$ cat config.mk
export PLATFORM = sky130hd
export DESIGN_NAME = stream_ingest_buffer_flat
export DESIGN_NICKNAME = d
export VERILOG_FILES = /design/src/rtl/stream_ingest_buffer_if.sv /design/src/rtl/stream_ingest_buffer.sv /design/src/flat_wrapper.sv
export SDC_FILE = /design/constraint.sdc
export NUM_CORES = 1
export LEC_CHECK = 0
export ABC_AREA = 1
export ABC_CLOCK_PERIOD_IN_PS = 4210
export CORE_ASPECT_RATIO = 1.75
export CORE_MARGIN = 3
export CORE_UTILIZATION = 30
export CTS_CLUSTER_SIZE = 14
export DETAILED_ROUTE_END_ITERATION = 7
export GPL_TIMING_DRIVEN = 0
export PLACE_DENSITY = 0.5
export SYNTH_ARGS = -nofsm -noshare
export SYNTH_HDL_FRONTEND = slang
export SYNTH_SLANG_ARGS = --single-unit
export TNS_END_PERCENT = 1
$ cat constraint.sdc
create_clock -name clk -period 4.21 [get_ports clk]
set_input_delay 0.421 -clock clk [delete_from_list [all_inputs] [get_ports clk]]
set_output_delay 0.421 -clock clk [all_outputs]
set_load 0.02 [all_outputs]
$ cat src/rtl/stream_ingest_buffer_if.sv
// Handshake and status bundle between the upstream feeder and stream_ingest_buffer.
// The slave view is the buffer itself; the master view is whoever drives samples in.
interface stream_ingest_buffer_if #(
   parameter int DEPTH = 16
);
   logic [63:0]            in_data;
   logic                   in_valid;
   logic                   in_ready;
   logic [63:0]            data_out;
   logic                   out_valid;
   logic [$clog2(DEPTH):0] fill_level;
   logic [31:0]            underflow_count;

   modport master (
      output in_data,
      output in_valid,
      input  in_ready,
      input  data_out,
      input  out_valid,
      input  fill_level,
      input  underflow_count
   );

   modport slave (
      input  in_data,
      input  in_valid,
      output in_ready,
      output data_out,
      output out_valid,
      output fill_level,
      output underflow_count
   );
endinterface

$ cat src/rtl/stream_ingest_buffer.sv
// Ingest FIFO feeding DataStreamProcessor: primes to PRIME_LEVEL, then emits one word per clock.
// Underflow produces the zero marker; genuine zero samples are clamped to 1 on entry.
module stream_ingest_buffer #(
   parameter int DEPTH       = 16,
   parameter int PRIME_LEVEL = 4,
   parameter int MAX_GAP     = 8
) (
   input logic                   clk,
   input logic                   reset,
   stream_ingest_buffer_if.slave bus
);
   localparam int AW = $clog2(DEPTH);
   localparam int GW = $clog2(MAX_GAP + 1);

   localparam logic [0:0] ST_PRIME  = 1'b0;
   localparam logic [0:0] ST_STREAM = 1'b1;

   localparam logic [AW:0]   FULL_LVL  = DEPTH[AW:0];
   localparam logic [AW:0]   PRIME_LVL = PRIME_LEVEL[AW:0];
   localparam logic [GW-1:0] GAP_LIMIT = MAX_GAP[GW-1:0];

   // A zero sample would be indistinguishable from a dropout marker downstream.
   function automatic logic [63:0] clamp_zero(input logic [63:0] word);
      logic [63:0] res;
      if (word == 64'd0) begin
         res = 64'd1;
      end else begin
         res = word;
      end
      return res;
   endfunction

   logic [63:0]   mem_r [DEPTH];
   logic [AW-1:0] wr_ptr_r;
   logic [AW-1:0] rd_ptr_r;
   logic [AW:0]   cnt_r;
   logic [0:0]    state_r;
   logic [GW-1:0] gap_r;
   logic [63:0]   data_out_r;
   logic          out_valid_r;
   logic [31:0]   underflow_r;

   logic          full_s;
   logic          push_s;
   logic          pop_s;
   logic          underflow_s;
   logic [0:0]    state_nxt_s;
   logic [GW-1:0] gap_nxt_s;
   logic [GW-1:0] gap_inc_s;
   logic [63:0]   data_nxt_s;
   logic          valid_nxt_s;
   logic [AW:0]   cnt_nxt_s;

   assign full_s    = (cnt_r == FULL_LVL);
   assign gap_inc_s = gap_r + GW'(1);

   // Next-state decode: pop/underflow decisions come from the pre-edge occupancy only (no bypass).
   always_comb begin
      push_s      = bus.in_valid && !full_s;
      pop_s       = 1'b0;
      underflow_s = 1'b0;
      state_nxt_s = state_r;
      gap_nxt_s   = gap_r;
      data_nxt_s  = 64'd0;
      valid_nxt_s = 1'b0;
      case (state_r)
         ST_PRIME: begin
            if (cnt_r >= PRIME_LVL) begin
               pop_s       = 1'b1;
               state_nxt_s = ST_STREAM;
               data_nxt_s  = mem_r[rd_ptr_r];
               valid_nxt_s = 1'b1;
            end else begin
               state_nxt_s = ST_PRIME;
            end
         end
         ST_STREAM: begin
            valid_nxt_s = 1'b1;
            if (cnt_r != {(AW + 1){1'b0}}) begin
               pop_s      = 1'b1;
               data_nxt_s = mem_r[rd_ptr_r];
               gap_nxt_s  = {GW{1'b0}};
            end else begin
               underflow_s = 1'b1;
               if (gap_inc_s == GAP_LIMIT) begin
                  state_nxt_s = ST_PRIME;
                  valid_nxt_s = 1'b0;
                  gap_nxt_s   = {GW{1'b0}};
               end else begin
                  gap_nxt_s = gap_inc_s;
               end
            end
         end
         default: begin
            state_nxt_s = ST_PRIME;
            gap_nxt_s   = {GW{1'b0}};
         end
      endcase
      case ({push_s, pop_s})
         2'b10:   cnt_nxt_s = cnt_r + (AW + 1)'(1);
         2'b01:   cnt_nxt_s = cnt_r - (AW + 1)'(1);
         default: cnt_nxt_s = cnt_r;
      endcase
   end

   // Storage array; stale contents are harmless because reset clears the pointers and count.
   always_ff @(posedge clk) begin
      if (push_s) begin
         mem_r[wr_ptr_r] <= clamp_zero(bus.in_data);
      end
   end

   // Pointers, occupancy, FSM and registered outputs.
   always_ff @(posedge clk) begin
      if (reset) begin
         state_r     <= ST_PRIME;
         wr_ptr_r    <= {AW{1'b0}};
         rd_ptr_r    <= {AW{1'b0}};
         cnt_r       <= {(AW + 1){1'b0}};
         gap_r       <= {GW{1'b0}};
         data_out_r  <= 64'd0;
         out_valid_r <= 1'b0;
         underflow_r <= 32'd0;
      end else begin
         state_r     <= state_nxt_s;
         cnt_r       <= cnt_nxt_s;
         gap_r       <= gap_nxt_s;
         data_out_r  <= data_nxt_s;
         out_valid_r <= valid_nxt_s;
         if (push_s) begin
            wr_ptr_r <= wr_ptr_r + AW'(1);
         end
         if (pop_s) begin
            rd_ptr_r <= rd_ptr_r + AW'(1);
         end
         if (underflow_s && (underflow_r != 32'hFFFF_FFFF)) begin
            underflow_r <= underflow_r + 32'd1;
         end
      end
   end

   assign bus.in_ready        = !full_s;
   assign bus.fill_level      = cnt_r;
   assign bus.data_out        = data_out_r;
   assign bus.out_valid       = out_valid_r;
   assign bus.underflow_count = underflow_r;
endmodule

$ cat src/flat_wrapper.sv
// flat-port wrapper written by rule: the top's interface ports become plain ports
module stream_ingest_buffer_flat 
#(
   parameter int DEPTH       = 16,
   parameter int PRIME_LEVEL = 4,
   parameter int MAX_GAP     = 8
)
  (clk, reset, bus_in_data, bus_in_valid, bus_in_ready, bus_data_out, bus_out_valid, bus_fill_level, bus_underflow_count);
  stream_ingest_buffer_if #(.DEPTH(DEPTH)) bus_i ();
  input logic clk;
  input logic reset;
  input wire logic [$bits(bus_i.in_data)-1:0] bus_in_data;
  input wire logic [$bits(bus_i.in_valid)-1:0] bus_in_valid;
  output wire logic [$bits(bus_i.in_ready)-1:0] bus_in_ready;
  output wire logic [$bits(bus_i.data_out)-1:0] bus_data_out;
  output wire logic [$bits(bus_i.out_valid)-1:0] bus_out_valid;
  output wire logic [$bits(bus_i.fill_level)-1:0] bus_fill_level;
  output wire logic [$bits(bus_i.underflow_count)-1:0] bus_underflow_count;
  assign bus_i.in_data = bus_in_data;
  assign bus_i.in_valid = bus_in_valid;
  assign bus_in_ready = bus_i.in_ready;
  assign bus_data_out = bus_i.data_out;
  assign bus_out_valid = bus_i.out_valid;
  assign bus_fill_level = bus_i.fill_level;
  assign bus_underflow_count = bus_i.underflow_count;
  stream_ingest_buffer #(.DEPTH(DEPTH), .PRIME_LEVEL(PRIME_LEVEL), .MAX_GAP(MAX_GAP)) u_core (.clk(clk), .reset(reset), .bus(bus_i));
endmodule
==> impl_metrics.yaml, run 1 <==
outcome:
  outcome: "completed"
pwr:
  netSwitchingPower_mw: 11.3
  p_comb_share_pct: 29.8
  swShare_pct: 35.3
  p_total_mw: 32.0
  p_seq_share_pct: 41.0
  cellPowerDensity_nw_per_um2: 594
  power.leakage_nw: 17.2
  max-vdd-ir-drop_v: 0.000368
  pwr-share-clk_pct: 29.2
  internal-power_mw: 20.7
cts:
  insertion_delay_ns: 0.73
  cts.sinks: 1142
  clkTransAtPathRegs_ns: 0.07
  root_buffer: "clkbuf_16"
  postCtsSetupRepairBufs: 0
  cts_tree: "done"
  cts_resized: 0
  clock_path_buffers: 3
  hold_buffers: 0
  numCtsBuffers: 106
  htreeDepth: 3
route:
  ant_nets: 0
  vias_per_cell: 5.01
  drc: 0
  via_count: 30600
  drtIter0Drc: 2455
  wl_um: 155000
  drtPass1Iterations: 5
  wl_per_cell_um: 25.3
sta:
  slew_headroom_pct: 18.0
  slew_violations: 0
  rsz0062_at_grt: "false"
  max_freq_ghz: 0.303
  min_period_over_period_pct: 78.4
  fin_setup_tns_ns: 0
  fin_hold_ws_ns: 0.467
  tightest_slew_ns: 1.23
  setup_violations: 0
  period_needed_ns: 3.30
  hold_violations: 0
  finClkSkew_ns: 0.0252
global_route:
  grtUsageMet1_pct: 23.2
  grt_use_met2_pct: 35.4
  grt_max_degree: 25
  grt_pass1_vias: 30800
  grt_pass1_wl_um: 220000
  grt.total_usage_pct: 19.5
  busiest_layer: "met2"
  antenna_found_initial: 3
  grt_overflow: 0
  grt_use_met3_pct: 3.10
setup_path:
  setup.worst_path.end: "u_core.bus.data_out[12]$_SDFF_PP0_"
  r2r_cells: 6
  cp_max_fo: 10
  path_class: "reg2reg"
  crit_path_end_kind: "flop"
  ff2ff_setup_slack_ns: 0.91
  r2r_end: "u_core.bus.data_out[12]$_SDFF_PP0_"
  worstPathRequired_ns: 4.76
  critPathLaunchType: "flop"
  arrival_ns: 3.85
synthesis:
  syn-cell-area_um2: 45300
  ys_types: 33
  ys_seq_elements: 1142
  ys.flop_type: "edfxtp_1"
  synth.avg_cell_area_um2: 12.2
  syn-num-nets: 3783
  synth_edf_count: 1024
  syn-instance-count: 3704
  yosysWarnings: 0
  synthArstFlopShare_pct: 0
  seq_area_frac_synth_pct: 73.1
die:
  io_pins: 170
  start_util_pct: 30.2
  rows: 188
  die_area_um2: 156000
  die_w_um: 300
  die_y_um: 520
  core-area_um2: 150000
final_layout:
  layout.nets: 4107
  final_util_pct: 35.9
  drive_gt1_share_pct: 7.49
  fill_cells: 14700
  fin_area_um2: 53800
  area_growth_pct: 18.9
place:
  portBuffers: 169
  hpwl_um: 105000
  gp_congestion: 0.830
  place_area_um2: 50500
flow_run:
  drv_cap: 0
hold_path:
  min_path_cells: 3
  hold_path_class: "in2reg"
-- kinds of logic (layout without fill, tap and decap cells) --
group | Yosys count | after routing | share of synthesized area (%)
AO/OA/AOI/OAI | 878 | 878 | 11.0
buffers and inverters | 377 | 786 | 3.90
other | 0 | 3 | 0
AND/OR/NAND/NOR | 1272 | 1272 | 11.2
flip-flops | 1142 | 1142 | 73.1
XOR/XNOR | 23 | 23 | 0.445
adder cells (fa/ha/maj) | 12 | 12 | 0.332
-- Yosys cell counts (all sizes together), types with 8 or more instances --
library cell  number  area share (%)
ha                12            0.33
o211ai           223             3.7
a21oi            129             1.4
edfxtp          1024              68
xor2              15            0.29
o21ai            521             5.8
nand4             11            0.15
dfxtp            118             5.2
nand2            197             1.7
nor3               8           0.088
xnor2              8            0.15
nand3            156             1.7
buf              108             1.7
inv               84            0.70
nor2             886             7.4
nor4               8            0.11
clkbuf           184             1.5
-- sequential cells by signal (all words and copies together), names as in the netlist, named ones only --
name and flops:
u_core.mem_r 1024, u_core.bus.data_out 64, u_core.bus.underflow_count 32, u_core.bus.fill_level 5, u_core.gap_r 4, u_core.rd_ptr_r 4, u_core.wr_ptr_r 4, u_core.bus.out_valid 1
-- metal layers --
metal  vias to the layer above  share of wire, %  wire length, um
li1                      13900                 -                -
met1                     15500                39            60700
met2                      1048                52            80800
met3                       245               5.4             8340
met4                         0               3.3             5080
met5                         -                 0                0
-- stage by stage --
stage          cells  worst slack [ns]
2_1_floorplan   3704            -0.281
3_3_place_gp    5868             -4.61
3_5_place_dp    5914             0.901
4_1_cts         6107             0.905
5_1_grt         6109             0.883
6_report        6111             0.908
-- placed cells by master (no fill, tap or decap), types with 12 or more instances in the layout --
| master | count |
|---|---|
| nor2_1 | 867 |
| buf_6 | 27 |
| xor2_1 | 15 |
| o211ai_1 | 223 |
| buf_4 | 20 |
| buf_12 | 42 |
| inv_1 | 79 |
| clkinv_2 | 12 |
| nand3_1 | 156 |
| clkinv_1 | 24 |
| nor2_4 | 19 |
| clkdlybuf4s50_1 | 169 |
| o21ai_0 | 510 |
| a21oi_1 | 129 |
| clkbuf_1 | 209 |
| ha_1 | 12 |
| edfxtp_1 | 1024 |
| dfxtp_1 | 118 |
| buf_1 | 19 |
| nand2_1 | 194 |
| clkbuf_16 | 108 |
| buf_2 | 40 |
-- cell type report --
cell class	instances	area, um2	area share [%]
Sequential cell	1142	33100	61.5
Multi-Input combinational cell	2185	10500	19.5
Clock buffer	144	2910	5.40
Timing Repair Buffer	216	2660	4.94
Tap cell	1995	2500	4.64
Buffer	292	1450	2.70
Clock inverter	49	349	0.649
Inverter	85	319	0.593
Antenna cell	3	7.51	0.0139
-- worst max-delay path: stages, from the launching register on --
cell and delay [ns]:
dfxtp_1 0.32, buf_2 0.32, clkbuf_1 0.90, clkbuf_1 0.98, o211ai_1 0.20, nand3_1 0.20
a21oi_1 0.19
-- worst min path at each step --
stage	start	endpoint	slack, ns
final	bus_in_valid	u_core.wr_ptr_r[0]$_SDFFE_PP0P_	0.47
after global routing	bus_in_valid	u_core.wr_ptr_r[0]$_SDFFE_PP0P_	0.50
after CTS	bus_in_valid	u_core.wr_ptr_r[0]$_SDFFE_PP0P_	0.41
after detailed placement	u_core.bus.out_valid$_SDFF_PP0_	u_core.gap_r[0]$_SDFFE_PP0P_	0.47
after global placement	u_core.bus.out_valid$_SDFF_PP0_	u_core.gap_r[0]$_SDFFE_PP0P_	0.45
after floorplan	u_core.rd_ptr_r[2]$_SDFFE_PP0N_	flop	0.45
-- power by group through the flow --
stage                     clock network, mW  logic (mW)  registers (mW)
after floorplan                           0        4.78            13.7
after global routing                   9.86        10.2            13.2
after detailed placement                  0        9.58            13.3
after CTS                              9.48        9.62            13.1
after global placement                    0        9.46            13.4
final                                  9.34        9.52            13.1
(Power assumes the default switching activity.)
==> run 2: changes to the inputs <==
ABC_CLOCK_PERIOD_IN_PS = 2790   (was 4210)
clock period = 2.79 ns   (was 4.21 ns; I/O delays follow)
==> run 2 against run 1 <==
  * The flow now finishes with violations (negative setup slack)
  * Cell area grew 0.62%
  * Clock power grew 56%
  * Maximum frequency grew 16%
  * Hold slack lost 0.087 ns
  * Routed wire length grew 0.45%
  * Critical path depth grew 1
  * First-iteration DRC count grew 7.9%
  * Power grew 53%
  * Sequential power grew 50%
  * Via count is essentially flat
  * Cell count grew 0.23%
  * Non-clock buffer count grew 9
==> impl_metrics.yaml, run 2 (synthesis results as in run 1) <==
outcome:
  outcome: "finished, violations left"
  failed_checks: "negative setup slack"
setup_path:
  cp_max_fo: 10
  path_class: "reg2reg"
  cpMaxStageDelayCell: "a21oi_1"
  critPathBufInv: 3
  arrival_ns: 3.40
  cp_cell_sequence: "buf_2 -> buf_4 -> clkbuf_1 -> o21ai_0 -> o211ai_1 -> nand3_1 -> a21oi_1"
  critPathLaunchType: "flop"
  worstPathRequired_ns: 3.34
  cp_slowest_stage_delay_ns: 0.56
  path_delay_family: "buffers and inverters"
  crit_path_end_kind: "flop"
final_layout:
  fin_area_um2: 54200
  largest_reg_flops: 1024
  final_common_cell: "edfxtp_1"
  layout.nets: 4121
  area_growth_pct: 19.6
  regMostFlops: "u_core.mem_r"
  layout_common_cells: "edfxtp_1, nor2_1, o21ai_0"
  fill_cells: 14700
  stdcell_count: 6125
  drive_gt1_share_pct: 8.33
sta:
  max_freq_ghz: 0.350
  rsz0062_at_grt: "true"
  finClkSkew_ns: 0.0298
  fin_hold_ws_ns: 0.380
  period_needed_ns: 2.86
  slew_headroom_pct: 20.3
  setup_violations: 4
  slew_violations: 0
  fin_ws_ns: -0.0659
  min_period_over_period_pct: 102
  tightest_slew_ns: 1.19
  hold_violations: 0
cts:
  cts.sinks: 1142
  clkTransAtPathRegs_ns: 0.07
  root_buffer: "clkbuf_16"
  numCtsBuffers: 109
  clock_path_buffers: 3
  insertion_delay_ns: 0.73
  htreeDepth: 3
  cts_tree: "done"
place:
  place_area_um2: 50600
  hpwl_um: 105000
  gp_congestion: 0.856
  placedCellCount: 5918
  portBuffers: 169
global_route:
  grt_pass1_vias: 30500
  grt_overflow: 0
  antenna_found_initial: 3
  grt.total_usage_pct: 19.5
  grt_max_degree: 25
  grt_pass1_wl_um: 219000
die:
  die_w_um: 300
  die_area_um2: 156000
  start_util_pct: 30.2
  die_y_um: 520
  io_pins: 170
  rows: 188
  core-area_um2: 150000
route:
  drtPass1Iterations: 6
  drtIter0Drc: 2650
  wl_per_cell_um: 25.4
  vias_per_cell: 5.01
  ant_nets: 0
  wl_um: 156000
  via_count: 30700
  drc: 0
hold_path:
  hold_path_class: "in2reg"
pwr:
  max-vdd-ir-drop_v: 0.000558
  power.leakage_nw: 17.3
  cellPowerDensity_nw_per_um2: 900
flow_run:
  drv_cap: 0
## run 2: report_power, final
| part | leakage [nW] | switching, mW | internal, mW |
|---|---|---|---|
| clock | 1.65 | 6.63 | 7.93 |
| combinational | 5.47 | 10.2 | 4.20 |
| sequential | 10.2 | 0.274 | 19.5 |
| total | 17.3 | 17.1 | 31.6 |
## run 2: path summary, 6_finish.rpt
| kind | from | end | slack, ns | cells past startpoint |
|---|---|---|---|---|
| setup reg to reg | flop | u_core.bus.data_out[16]$_SDFF_PP0_ | -0.07 | 7 |
| hold reg to reg | u_core.rd_ptr_r[2]$_SDFFE_PP0N_ | u_core.rd_ptr_r[2]$_SDFFE_PP0N_ | 0.48 | 2 |
| setup / recovery | flop | u_core.bus.data_out[16]$_SDFF_PP0_ | -0.07 | 7 |
| hold / removal | bus_in_valid | u_core.wr_ptr_r[0]$_SDFFE_PP0P_ | 0.38 | 3 |
## run 2: cell type report
| cell class | instances | area (um2) | area share (%) |
|---|---|---|---|
| repair buffers | 225 | 2810 | 5.18 |
| flip-flops and latches | 1142 | 33100 | 61.1 |
| diodes | 2 | 5.00 | 0.00924 |
| plain buffers | 292 | 1480 | 2.73 |
| clock inverters | 58 | 462 | 0.853 |
| multi-input cells | 2187 | 10600 | 19.5 |
| well taps | 1995 | 2500 | 4.61 |
| clock buffers | 139 | 2920 | 5.39 |
| inverters | 85 | 323 | 0.596 |
## run 2: through the flow
step	utilization (%)	power (mW)	worst slack [ns]	TNS, ns
2_1_floorplan	-	27.9	-0.675	-669.07
3_3_place_gp	33.0	34.4	-3.24	-2991.03
3_5_place_dp	33.8	34.6	-0.592	-47.95
4_1_cts	36.1	49.1	-0.187	-9.71
5_1_grt	36.1	50.8	-0.111	-2.73
6_report	36.1	48.8	-0.0659	-0.137
## run 2: per-layer routing
layer	GRT usage [%]	part of all wire, %	vias up
met4	7.31	3.8	4
met5	0	0.015	-
met1	23.3	40	15400
met2	35.3	51	1029
li1	-	-	13900
met3	2.82	5.1	266
## run 2: tightest hold or removal path: cells and delay by family
| kind | cells | cell delay, ns |
|---|---|---|
| AO/OA/AOI/OAI | 1 | 0.11 |
| buffers and inverters | 1 | 0.39 |
| AND/OR/NAND/NOR | 1 | 0.27 |
## run 2: what timing repair did
item / 4_1_cts / 5_1_grt
cloned: 1 / 1
buffers inserted: 4 / 2
setup endpoints to repair: 151 / 259
hold buffers: 0 / 0
gates resized for setup: 11 / 18
pin swaps: 2 / 3
